===== src/rtl/rf_multiport.sv =====
// rf_multiport: register file with one write port and two registered read
// ports. After reset an init sweep loads every entry with INIT_VAL, so the
// array itself needs no per-entry reset and can map onto RAM.
module rf_multiport #(
  parameter int unsigned     WIDTH    = 8,
  parameter int unsigned     DEPTH    = 16,
  parameter int unsigned     ADDR_W   = 4,
  parameter logic [WIDTH-1:0] INIT_VAL = '0,
  parameter bit              BYPASS   = 1'b1,
  parameter bit              ZERO_REG = 1'b0
) (
  input  logic              clk,
  input  logic              reset,
  input  logic              wr_en,
  input  logic [ADDR_W-1:0] wr_sel,
  input  logic [WIDTH-1:0]  data_in,
  input  logic [ADDR_W-1:0] rd_sel_a,
  input  logic [ADDR_W-1:0] rd_sel_b,
  output logic [WIDTH-1:0]  data_out_a,
  output logic [WIDTH-1:0]  data_out_b,
  output logic              ready,
  output logic              wr_err
);

  localparam logic [ADDR_W-1:0] LAST_IDX = ADDR_W'(DEPTH - 1);
  localparam logic [ADDR_W:0]   DEPTH_W  = (ADDR_W + 1)'(DEPTH);

  typedef enum logic [1:0] {
    ST_INIT = 2'd0,
    ST_RUN  = 2'd1
  } state_t;

  state_t            state;
  logic [ADDR_W-1:0] ptr;
  logic [WIDTH-1:0]  mem [DEPTH];

  logic              wr_ok_c;
  logic              mem_we_c;
  logic [ADDR_W-1:0] mem_addr_c;
  logic [WIDTH-1:0]  mem_wdata_c;
  logic [WIDTH-1:0]  rd_a_c;
  logic [WIDTH-1:0]  rd_b_c;

  function automatic logic in_range(input logic [ADDR_W-1:0] sel);
    return ({1'b0, sel} < DEPTH_W);
  endfunction

  // Read mux: out-of-range and hardwired-zero win over bypass, bypass over array.
  function automatic logic [WIDTH-1:0] rd_word(input logic [ADDR_W-1:0] sel,
                                               input logic [WIDTH-1:0]  stored,
                                               input logic              wr_ok,
                                               input logic [ADDR_W-1:0] wsel,
                                               input logic [WIDTH-1:0]  wdata);
    logic [WIDTH-1:0] w;
    w = '0;
    if (!in_range(sel) || (ZERO_REG && (sel == '0))) begin
      w = '0;
    end else if (BYPASS && wr_ok && (wsel == sel)) begin
      w = wdata;
    end else begin
      w = stored;
    end
    return w;
  endfunction

  // Write qualification, array write port steering and read data selection.
  always_comb begin
    wr_ok_c     = wr_en && in_range(wr_sel) && !(ZERO_REG && (wr_sel == '0));
    mem_we_c    = 1'b0;
    mem_addr_c  = wr_sel;
    mem_wdata_c = data_in;
    if (reset) begin
      if (state == ST_RUN) begin
        mem_we_c = wr_ok_c;
      end else begin
        mem_we_c    = 1'b1;
        mem_addr_c  = ptr;
        mem_wdata_c = INIT_VAL;
      end
    end
    rd_a_c = rd_word(rd_sel_a, mem[rd_sel_a], wr_ok_c, wr_sel, data_in);
    rd_b_c = rd_word(rd_sel_b, mem[rd_sel_b], wr_ok_c, wr_sel, data_in);
  end

  // Storage array, deliberately without reset.
  always_ff @(posedge clk) begin
    if (mem_we_c) begin
      mem[mem_addr_c] <= mem_wdata_c;
    end
  end

  // Sweep/run control and registered outputs.
  always_ff @(posedge clk) begin
    if (!reset) begin
      state      <= ST_INIT;
      ptr        <= '0;
      ready      <= 1'b0;
      wr_err     <= 1'b0;
      data_out_a <= '0;
      data_out_b <= '0;
    end else begin
      case (state)
        ST_INIT: begin
          ptr        <= ptr + ADDR_W'(1);
          wr_err     <= wr_en;
          data_out_a <= '0;
          data_out_b <= '0;
          if (ptr == LAST_IDX) begin
            state <= ST_RUN;
            ready <= 1'b1;
          end
        end
        ST_RUN: begin
          ready      <= 1'b1;
          wr_err     <= wr_en && !wr_ok_c;
          data_out_a <= rd_a_c;
          data_out_b <= rd_b_c;
        end
        default: begin
          state      <= ST_INIT;
          ptr        <= '0;
          ready      <= 1'b0;
          wr_err     <= 1'b0;
          data_out_a <= '0;
          data_out_b <= '0;
        end
      endcase
    end
  end

endmodule


===== config.mk =====
export PLATFORM = sky130hd
export DESIGN_NAME = rf_multiport
export DESIGN_NICKNAME = d
export VERILOG_FILES = /design/src/rtl/rf_multiport.sv
export SDC_FILE = /design/constraint.sdc
export NUM_CORES = 1
export LEC_CHECK = 0
export ABC_AREA = 1
export BUFFER_PORTS_ARGS = -buffer_cell sky130_fd_sc_hd__buf_2
export CAP_MARGIN = 5
export CORE_ASPECT_RATIO = 0.7
export CORE_MARGIN = 1.5
export CORE_UTILIZATION = 50
export DETAILED_ROUTE_END_ITERATION = 7
export PLACE_DENSITY = 0.67
export SLEW_MARGIN = 20
export SYNTH_ARGS = -nofsm -noshare
export SYNTH_HDL_FRONTEND = slang
export SYNTH_SLANG_ARGS = --single-unit

===== constraint.sdc =====
create_clock -name clk -period 2.2 [get_ports clk]
set_clock_uncertainty 0.1 [all_clocks]
set_input_delay 0.44 -clock clk [delete_from_list [all_inputs] [get_ports clk]]
set_output_delay 0.44 -clock clk [all_outputs]
set_load 0.02 [all_outputs]

==> run summary <==
By startpoint and endpoint, the worst setup path is classified as reg2reg. Summing every instance area after synthesis gives 0.00788 mm^2. Timing analysis after detailed placement gives a worst setup slack of -0.0751 ns.

The number of clock sinks seen by CTS is 151. The number of hold violations in the final report came to 0. Setup slack closes at about 0.12 ns.

The standby leakage power is about 3.9 nW. Buffers added to address setup during post-CTS repair amount to 0. The layout-stage area growth over the synthesis result came out at 17.0%. Of the total power, the clock network draws 40.2%.

The number of I/O pins is 41. For this design the ratio of total power to cell area is 736 mW/mm^2. The placeable core area is between 0.015 and 0.02 mm^2. The area enclosed by the die boundary is about 0.017 mm^2. The die is 153 um wide. The fraction of power consumed by sequential logic came out at 46.8%. The number of register bits inferred by synthesis came out at approximately 150. In this run the number of H-tree levels came out at 4. The endpoint of the worst-slack reg-to-reg timing path is mem[14][6]$_DFFE_PP_. The average via count per standard cell came out at 5.82. In this run the clock root is driven by a sky130_fd_sc_hd__clkbuf_16. The final critical delay including setup and external delays came out at 2.08 ns. Global routing consumed, over all layers together, 29.7% of the routing resources. The maximum achievable frequency came out at around 480 MHz.

The antenna violation net count after detailed routing is 0. In this run the critical register-to-register path is launched from state[0]$_SDFFE_PN0P_. The switching power came out at 1.80 mW. The fraction of layout cells with a size suffix above 1 came out at between 15 and 20%.

Input and output buffers added on the ports amount to 40. Averaged over all synthesized cells, the footprint is 8.91 um^2. The net switching share of the total power is 26.6%.

The congestion estimate from routability-driven global placement came to 0.963. The transition time of the tightest slew-check pin came out at ~0.78 ns. The clock-pin slew on the worst setup and hold paths is around 0.060 ns.

The first-pass iteration count of the detailed router came out at 6. The final core utilization is 59.7%. The initial antenna violation count came out at 0. The launching element type of the critical path is a flop. In this run, synthesis inferred 128 flip-flops with an integrated enable. The largest fanout of any net on the critical path came out at 9. The primary flip-flop cell chosen by synthesis mapping is sky130_fd_sc_hd__edfxtp_1. The Yosys warning count came out at 0. The worst-case reg-to-reg path depth came out at 7. The final routed wire length divided by cell count is 20.4 um. The combinational share of power came out at 13.0%.

The async set-reset flop share out of synthesis came out at 0%. The number of buffers added by the clock tree synthesis step came out at 17. Headroom to the max-slew limit came out at 48.1%.

In this run the most critical hold path is launched from wr_en. The ratio of final minimum period to clock period came out at a little over nine tenths. The share of synthesized area occupied by flip-flops and latches came out at 54.6%. The total number of nets in the final design is 981. The slack of the worst reg-to-reg path is 0.12 ns. The internal power came out at 4.98 mW. The final layout contains routed wiring with a total length of 23.9 mm. The data arrival time of the critical path came out at 2.05 ns. The number of antenna repair diodes came out at 0.

The starting density of the core is 51.0%. The worst setup path is captured at a flop. The starting DRC count in detailed routing came out at between 900 and 1,000. The gate count after technology mapping came out at 884. The total overflow reported by the global router is 0. The buffer levels on the longest clock path came out at 2. Data on the critical path is required at its endpoint by roughly 2.2 ns.

The max-cap violation count is 0. TritonCTS built the clock tree. Clock latency on the worst-skew pair, taken at its later pin, is 0.44 ns. The number of setup violations in the final report is 0.

The worst hold path terminates at wr_err$_SDFF_PN0_. The via count of the first global-routing pass is 6,072. The layout filler cell count came out at 1,316. The number of remaining DRC errors came out at 0. The worst supply voltage drop on vdd is ~560 uV.

After legalization and detailed placement, the total HPWL measured 16.8 mm. The floorplan has 38 rows. The global-route wire length before repair came out at roughly 36 mm. Setup repair after global routing left no endpoint under its margin. The run finished with clean final reports.

The y dimension of the die came out at between 100 and 150 um. The via total after detailed routing is 6,807. In this run the worst hold path is classified as in2reg.

The worst hold path passes through 3 cells. The number of library cell types mapped by synthesis is 30. The number of max-slew violations in the final report came out at 0. Entering global routing, the biggest net connects 44 pins. The total nets after synthesis is 908.
-- logic make-up after synthesis --
logic type               share of synthesized area [%]
flip-flops                                        54.6
buffers and inverters                             8.11
AND/OR/NAND/NOR                                   26.9
AO/OA/AOI/OAI                                     10.2
adder cells (fa/ha/maj)                          0.159
-- cells in the mapped netlist (3+ instances only) --
cell type / n / area share [%]
sky130_fd_sc_hd__nand2_1: 198 / 9.4
sky130_fd_sc_hd__nand3_1: 143 / 9.1
sky130_fd_sc_hd__edfxtp_1: 128 / 49
sky130_fd_sc_hd__inv_1: 99 / 4.7
sky130_fd_sc_hd__o211ai_1: 83 / 7.9
sky130_fd_sc_hd__nor2_1: 58 / 2.8
sky130_fd_sc_hd__clkbuf_1: 23 / 1.1
sky130_fd_sc_hd__dfxtp_1: 23 / 5.8
sky130_fd_sc_hd__a21oi_1: 18 / 1.1
sky130_fd_sc_hd__buf_2: 17 / 1.1
sky130_fd_sc_hd__nand4_1: 16 / 1.3
sky130_fd_sc_hd__o21ai_0: 16 / 1.0
sky130_fd_sc_hd__buf_1: 11 / 0.52
sky130_fd_sc_hd__nand2_2: 11 / 0.87
sky130_fd_sc_hd__or2_2: 8 / 0.64
sky130_fd_sc_hd__inv_2: 6 / 0.29
sky130_fd_sc_hd__clkinv_1: 4 / 0.19
sky130_fd_sc_hd__nor2_2: 4 / 0.32
sky130_fd_sc_hd__nor2_8: 4 / 1.0
sky130_fd_sc_hd__nand2_4: 3 / 0.43
-- final cells by class --
type	instances	area, um^2	area share, %
well taps	200	250	2.71
repair buffers	106	763	8.28
multi-input cells	571	2940	31.9
clock inverters	10	66.3	0.719
flip-flops and latches	151	4300	46.7
inverters	110	415	4.51
clock buffers	22	475	5.16
-- power groups by stage --
| stage | clock network (mW) | registers [mW] | logic, mW |
|---|---|---|---|
| after floorplan | 0 | 3.23 | 0.518 |
| after global placement | 0 | 3.23 | 0.849 |
| after detailed placement | 0 | 3.23 | 0.852 |
| after CTS | 2.74 | 3.17 | 0.855 |
| after global routing | 2.87 | 3.18 | 0.946 |
| final | 2.72 | 3.17 | 0.883 |
-- registers in the layout, indices dropped and copies added, names as in the netlist --
signal      flops
mem           128
data_out_a      8
data_out_b      8
ptr             4
ready           1
state           1
wr_err          1
-- cell usage in the layout, fill, tap and decap left out --
cell                        instances
sky130_fd_sc_hd__buf_2             38
sky130_fd_sc_hd__nand3_2            1
sky130_fd_sc_hd__nor2_4             1
sky130_fd_sc_hd__a21o_1             1
sky130_fd_sc_hd__inv_4              5
sky130_fd_sc_hd__nor2_1            55
sky130_fd_sc_hd__ha_1               1
sky130_fd_sc_hd__nand2_8            1
sky130_fd_sc_hd__nor4_1             1
sky130_fd_sc_hd__clkbuf_1           3
sky130_fd_sc_hd__nand3_1          143
sky130_fd_sc_hd__nand2_1          198
sky130_fd_sc_hd__nor3_1             1
sky130_fd_sc_hd__buf_12             5
sky130_fd_sc_hd__a21oi_1           18
sky130_fd_sc_hd__buf_4             63
sky130_fd_sc_hd__clkbuf_8           1
sky130_fd_sc_hd__inv_2              6
sky130_fd_sc_hd__nor2_8             4
sky130_fd_sc_hd__clkinv_2           3
sky130_fd_sc_hd__or2_2              8
sky130_fd_sc_hd__o211ai_1          83
sky130_fd_sc_hd__nand4_1           16
sky130_fd_sc_hd__nand3_4            2
sky130_fd_sc_hd__inv_6              3
sky130_fd_sc_hd__inv_1             99
sky130_fd_sc_hd__nand2_2           11
sky130_fd_sc_hd__nand2_4            3
sky130_fd_sc_hd__nor2_2             7
sky130_fd_sc_hd__edfxtp_1         128
sky130_fd_sc_hd__clkinv_1           4
sky130_fd_sc_hd__dfxtp_1           23
sky130_fd_sc_hd__o21ai_0           16
sky130_fd_sc_hd__clkbuf_16         18
-- stage by stage --
stage / setup TNS (ns) / cell area (um^2) / hold slack [ns] / power, mW / cells
6_report: 0 / 9220 / 0.137 / 6.78 / 1170
5_1_grt: 0 / 9220 / 0.167 / 6.99 / 1170
4_1_cts: 0 / 9210 / 0.130 / 6.77 / 1170
3_5_place_dp: -1.34 / 8670 / 0.344 / 4.09 / 1138
3_3_place_gp: -0.568 / 8670 / 0.332 / 4.08 / 1138
2_1_floorplan: 0 / 7880 / 0.371 / 3.75 / 884
-- layer usage --
| layer | wire, um | global-route usage, % |
|---|---|---|
| met1 | 10300 | 43.2 |
| met2 | 9710 | 39.6 |
| met3 | 3440 | 13.1 |
| met4 | 439 | 8.68 |
| met5 | 0 | 0 |
-- worst max-delay path, stage by stage (launching register included) --
cell and delay [ns]:
sky130_fd_sc_hd__dfxtp_1 0.38, sky130_fd_sc_hd__inv_4 0.16, sky130_fd_sc_hd__nand2_8 0.08, sky130_fd_sc_hd__nand2_2 0.11, sky130_fd_sc_hd__nand2_2 0.07, sky130_fd_sc_hd__inv_1 0.07, sky130_fd_sc_hd__nand2_1 0.15, sky130_fd_sc_hd__nor2_1 0.59
-- repair_timing --
| item | 4_1_cts | 5_1_grt |
|---|---|---|
| hold buffers | 0 | 0 |
| endpoints found under the setup margin | 0 | 18 |
| resized for setup | 0 | 3 |
-- worst max path at each step --
stage                                 to                  start  cells past startpoint
floorplan           mem[14][0]$_DFFE_PP_                  reset                      5
global placement     mem[6][3]$_DFFE_PP_                  reset                      9
detailed placement   mem[6][4]$_DFFE_PP_                  reset                      9
CTS                 mem[15][2]$_DFFE_PP_  state[0]$_SDFFE_PN0P_                      7
global route        mem[14][7]$_DFFE_PP_  state[0]$_SDFFE_PN0P_                      7
finish              mem[14][6]$_DFFE_PP_  state[0]$_SDFFE_PN0P_                      7
Note: power is estimated with default switching activity, not from simulation.
